**config.mk**
```make
export PLATFORM = sky130hd
export DESIGN_NAME = hs_chan_arbiter
export DESIGN_NICKNAME = d
export VERILOG_FILES = /design/src/rtl/hs_chan_arbiter.sv
export SDC_FILE = /design/constraint.sdc
export NUM_CORES = 1
export LEC_CHECK = 0
export CORE_ASPECT_RATIO = 1.25
export CORE_MARGIN = 10
export CORE_UTILIZATION = 43
export CTS_CLUSTER_DIAMETER = 50
export DETAILED_ROUTE_END_ITERATION = 8
export GPL_TIMING_DRIVEN = 0
export HOLD_SLACK_MARGIN = 0.03
export PLACE_DENSITY = 0.93
export SLEW_MARGIN = 40
export SYNTH_ARGS = -nofsm -noshare
export SYNTH_HDL_FRONTEND = slang
export SYNTH_SLANG_ARGS = --single-unit
export TNS_END_PERCENT = 5
```
**constraint.sdc**
```tcl
create_clock -name clk -period 3.9 [get_ports clk]
set_input_delay 0.975 -clock clk [delete_from_list [all_inputs] [get_ports clk]]
set_output_delay 0.975 -clock clk [all_outputs]
set_load 0.005 [all_outputs]
```
**src/rtl/hs_chan_arbiter.sv**
```systemverilog
`default_nettype none
// ============================================================================
// Module      : hs_chan_arbiter
// Description : Round-robin arbiter that shares one four-phase bundled-data
//               channel (ch_req/ch_ack/ch_data) among N synchronous
//               requesters. Each transfer runs a full return-to-zero
//               handshake with the self-timed pipeline. The winner then gets
//               a one-cycle done pulse.
// Revision    : 1.0 - initial release
// ----------------------------------------------------------------------------
// Parameters
//   N           number of requesters (2..16)
//   W           data width per requester
//   SYNC_STAGES flops in the ch_ack synchroniser (>=2)
// Ports
//   clk      in   1    clock; all state updates on the rising edge
//   rst      in   1    asynchronous active-low reset, released synchronously
//   req      in   N    level request per requester; hold it with data until done
//   data_in  in   N*W  requester i data at [i*W +: W]
//   lock     in   N    (HS_ARB_LOCK_EN only) keep the grant for another transfer
//   gnt      out  N    one-hot grant, registered
//   done     out  N    one-cycle completion pulse, one-hot
//   ch_req   out  1    four-phase request to the async pipeline, registered
//   ch_data  out  W    bundled data, registered, stable for the whole handshake
//   ch_ack   in   1    four-phase acknowledge from the async pipeline
// Configuration
//   HS_ARB_LOCK_EN : when defined, adds the lock input. A locked winner that
//                    still requests keeps the channel without rearbitration.
// ============================================================================
module hs_chan_arbiter #(
    parameter int N           = 4,
    parameter int W           = 8,
    parameter int SYNC_STAGES = 2
) (
    input  logic             clk,
    input  logic             rst,
    input  logic [N-1:0]     req,
    input  logic [N*W-1:0]   data_in,
`ifdef HS_ARB_LOCK_EN
    input  logic [N-1:0]     lock,
`endif
    output logic [N-1:0]     gnt,
    output logic [N-1:0]     done,
    output logic             ch_req,
    output logic [W-1:0]     ch_data,
    input  logic             ch_ack
);

    localparam int PW = (N > 1) ? $clog2(N) : 1;

    typedef enum logic [2:0] {
        ST_IDLE   = 3'd0,
        ST_SETUP  = 3'd1,
        ST_REQ_HI = 3'd2,
        ST_REQ_LO = 3'd3,
        ST_DONE   = 3'd4
    } state_t;

    state_t                 r_state;
    logic [PW-1:0]          r_ptr;
    logic [N-1:0]           r_gnt;
    logic [N-1:0]           r_done;
    logic                   r_ch_req;
    logic [W-1:0]           r_ch_data;
    logic [SYNC_STAGES-1:0] r_sync;

    logic                   w_ack_s;
    logic                   w_found;
    logic [PW-1:0]          w_win;
    logic [PW-1:0]          w_cand;

    // ch_ack comes from the self-timed domain, so it is only used after
    // passing through the synchroniser chain.
    always_ff @(posedge clk or negedge rst) begin
        if (!rst) begin
            r_sync <= '0;
        end else begin
            r_sync <= {r_sync[SYNC_STAGES-2:0], ch_ack};
        end
    end

    assign w_ack_s = r_sync[SYNC_STAGES-1];

    // Round-robin search. Start at the requester after the last winner so
    // that the last winner ends up with the lowest priority.
    always_comb begin
        w_found = 1'b0;
        w_win   = '0;
        w_cand  = '0;
        for (int k = 1; k <= N; k++) begin
            w_cand = PW'((int'(r_ptr) + k) % N);
            if (!w_found && req[w_cand]) begin
                w_found = 1'b1;
                w_win   = w_cand;
            end
        end
    end

    // Main sequencer. ch_req is driven straight from a flop so the async
    // pipeline never sees a glitch. The SETUP cycle gives ch_data a full
    // clock of settling time before ch_req rises (bundling margin).
    always_ff @(posedge clk or negedge rst) begin
        if (!rst) begin
            r_state   <= ST_IDLE;
            r_ptr     <= PW'(N - 1);
            r_gnt     <= '0;
            r_done    <= '0;
            r_ch_req  <= 1'b0;
            r_ch_data <= '0;
        end else begin
            r_done <= '0;
            case (r_state)
                ST_IDLE: begin
                    if (w_found) begin
                        r_gnt     <= {{(N-1){1'b0}}, 1'b1} << w_win;
                        r_ch_data <= data_in[int'(w_win)*W +: W];
                        r_ptr     <= w_win;
                        r_state   <= ST_SETUP;
                    end
                end
                ST_SETUP: begin
                    r_ch_req <= 1'b1;
                    r_state  <= ST_REQ_HI;
                end
                ST_REQ_HI: begin
                    if (w_ack_s) begin
                        r_ch_req <= 1'b0;
                        r_state  <= ST_REQ_LO;
                    end
                end
                ST_REQ_LO: begin
                    // The return-to-zero phase is complete only when ack is
                    // seen low again.
                    if (!w_ack_s) begin
                        r_done  <= r_gnt;
                        r_state <= ST_DONE;
                    end
                end
                ST_DONE: begin
`ifdef HS_ARB_LOCK_EN
                    // A locked winner keeps its grant and pointer. Reload its
                    // data and start the next handshake directly.
                    if (lock[r_ptr] && req[r_ptr]) begin
                        r_ch_data <= data_in[int'(r_ptr)*W +: W];
                        r_state   <= ST_SETUP;
                    end else begin
                        r_gnt   <= '0;
                        r_state <= ST_IDLE;
                    end
`else
                    r_gnt   <= '0;
                    r_state <= ST_IDLE;
`endif
                end
                default: begin
                    r_gnt    <= '0;
                    r_ch_req <= 1'b0;
                    r_state  <= ST_IDLE;
                end
            endcase
        end
    end

    assign gnt     = r_gnt;
    assign done    = r_done;
    assign ch_req  = r_ch_req;
    assign ch_data = r_ch_data;

endmodule
`default_nettype wire

```
==> flow_metrics.tcl <==
set metrics [dict create \
    outcome "complete, no violations" \
    synth_xor_area_share_pct 0 \
    tightest_slew_ps 514 \
    cts_resized 0 \
    routedWlPerCell_um 16.5 \
    gp_congestion 0.774 \
    vdd_drop_max_mv 0.325 \
    areaGrowthSynthToFinish_pct 53.8 \
    synth_cell_types 26 \
    dp_cells 200 \
    synth_top_family_by_area "simple AND/OR/NAND/NOR gates" \
    tns_ps 0 \
    max_freq_mhz 373 \
    num_vias 1103 \
    grt_use_met2_pct 22.7 \
    design.final.nets 210 \
    cts_tree "built" \
    cellLeakagePower_nw 0.776 \
    setup_viol 0 \
    die_y_um 78.1 \
    multi_input_area_um2 526 \
    core_area_um2 2630 \
    synth_fa_ha_area_share_pct 0 \
    die_w_um 66.5 \
    fin_crit_sh_pct 68.7 \
    layout.cells.non_filler 204 \
    first_iter_violations 68 \
    finClkSkew_ps 3.16 \
    cp.arrival_ps 2860 \
    cp_max_fo 8 \
    portBuffers 55 \
    cts_buffers 3 \
    busiest_layer "met2" \
    clk_pin_slew_ps 130 \
    grt_pass1_vias 1165 \
    synth_compound_area_share_pct 14.6 \
    wl_um 3360 \
    crit_path_start_kind "input port" \
    layout_common_cells "clkdlybuf4s50_1 (54), dfrtp_1 (22), nand2_1 (19)" \
    grtUsageTotal_pct 12.8 \
    fin_util_pct 67.9 \
    synth_warnings 0 \
    worstSetupPathType "in2reg" \
    slew_viol_final 0 \
    layout_min_cycle_time_ps 2680 \
    pin_count 56 \
    cts_max_level 1 \
    grt_util_met1_pct 13.1 \
    power.density_nw_per_um2 595 \
    grt_pass1_wl_um 5440 \
    grt_max_degree 25 \
    cts_buffer_depth 2 \
    yosys-mux-area-fraction_pct 13.8 \
    regArea_um2 603 \
    hpwl_um 2840 \
    post-place-ws_ps 913 \
    root_buffer "clkbuf_4" \
    synth-seq-cells 24 \
    synth-simple-area-share_pct 16.9 \
    clk_latency_ps 300 \
    antenna_left 0 \
    die_area_um2 5190 \
    worstPathRequired_ps 4080 \
    netlist_area_um2 1160 \
    cts_hold_buf 0 \
    power_mw 1.06 \
    antenna_cells 0 \
    met3_usage_pct 5.68 \
    vias_per_cell 5.41 \
    post-cts-setup-buffers 0 \
    worst_setup_path_end_kind "register" \
    syn_inst 111 \
    max_slew_margin_pct 65.7 \
    fp-row-count 21 \
    final_common_cell "clkdlybuf4s50_1" \
    maxCapViolCount 0 \
    start_util_pct 44.1 \
    syn_nets 150 \
    hold_class "reg2reg" \
    drc 0 \
    rsz0062_at_grt "false" \
    antenna_found_initial 0 \
    layout-drive-gt1-share_pct 5.29 \
    dr.pass1.iters 4 \
    setup_slack_ps 1220 \
    grt-ovfl-total 0 \
    synth.yosys.seq_area_share_pct 52.0 \
    nFillCells 210 \
    postSynthAreaPerCell_um2 10.4 \
    cts.sinks 24 \
    final_hold_viol_count 0 \
]
## path summary, 6_finish.rpt
check / from / endpoint / slack (ps) / cells past startpoint
setup reg to reg: r_ptr[1] / ch_data[0] / 1900 / 6
min in group asynchronous: rst / done[1] / 620 / 1
hold reg to reg: r_sync[0] / r_sync[1] / 360 / 0
hold / removal: r_sync[0] / r_sync[1] / 360 / 0
setup / recovery: req[3] / ch_data[0] / 1220 / 7
max in group asynchronous: rst / r_ptr[1] / 2920 / 1
## layout make-up
| class | instances | area share [%] |
|---|---|---|
| Timing Repair Buffer | 55 | 30.6 |
| Tap cell | 34 | 2.38 |
| Multi-Input combinational cell | 80 | 29.5 |
| Inverter | 1 | 0.210 |
| Clock buffer | 4 | 2.03 |
| Sequential cell | 24 | 33.8 |
| Buffer | 6 | 1.54 |
## logic make-up after synthesis
group | count (synthesis)
AOI/OAI and AO/OA | 24
DFF | 24
buffers and inverters | 7
and+or+nand+nor | 40
muxes | 16
## sequential cells by signal, indices dropped and copies added (netlist names)
| signal | flops |
|---|---|
| ch_data | 8 |
| r_sync | 2 |
| done | 4 |
| r_ptr | 2 |
| gnt | 4 |
| r_state | 3 |
| ch_req | 1 |
## routing by layer
layer / part of all wire, % / routed length [um] / up-vias
met5: 0 / 0 / -
li1: - / - / 519
met3: 11 / 358 / 8
met2: 52 / 1760 / 51
met4: 2.2 / 75 / 0
met1: 35 / 1170 / 525
## cell usage after synthesis
| cell | instances | area, um2 |
|---|---|---|
| and2_1 | 4 | 25.0 |
| a21boi_1 | 1 | 7.51 |
| nand2b_1 | 4 | 25.0 |
| nand2_1 | 19 | 71.3 |
| o221ai_1 | 9 | 78.8 |
| o41ai_1 | 1 | 8.76 |
| nor2b_1 | 1 | 6.26 |
| o21ai_1 | 2 | 10.0 |
| a21oi_1 | 6 | 30.0 |
| or2_1 | 2 | 12.5 |
| clkbuf_1 | 4 | 15.0 |
| buf_2 | 1 | 5.00 |
| or3b_1 | 2 | 17.5 |
| dfrtp_1 | 22 | 551 |
| dfstp_2 | 2 | 52.6 |
| nor2_1 | 4 | 15.0 |
| o211ai_1 | 2 | 15.0 |
| mux2i_1 | 16 | 160 |
| nand3b_1 | 1 | 7.51 |
| a21o_1 | 1 | 7.51 |
| buf_4 | 1 | 7.51 |
| o21ai_0 | 1 | 5.00 |
| inv_1 | 1 | 3.75 |
| or3_1 | 1 | 6.26 |
| a31oi_1 | 1 | 6.26 |
| nor3_1 | 2 | 10.0 |
## where the power goes
| part | total [mW] | internal (mW) | leakage [nW] | switching, mW |
|---|---|---|---|---|
| combinational | 0.529 | 0.283 | 0.454 | 0.246 |
| sequential | 0.405 | 0.345 | 0.302 | 0.0605 |
| clock | 0.128 | 0.0569 | 0.0210 | 0.0709 |
## critical path: stages
cell and delay (ps):
clkdlybuf4s50_1 550, nand2b_1 90, a21boi_1 130, o221ai_1 430, or2_1 170, clkbuf_1 310, o221ai_1 190
## through the flow
stage	cell area [um2]	hold slack, ps
4_1_cts	1780	373
5_1_grt	1780	380
3_5_place_dp	1750	339
2_1_floorplan	1160	331
6_report	1780	364
3_3_place_gp	1750	334
(Power assumes the default switching activity.)
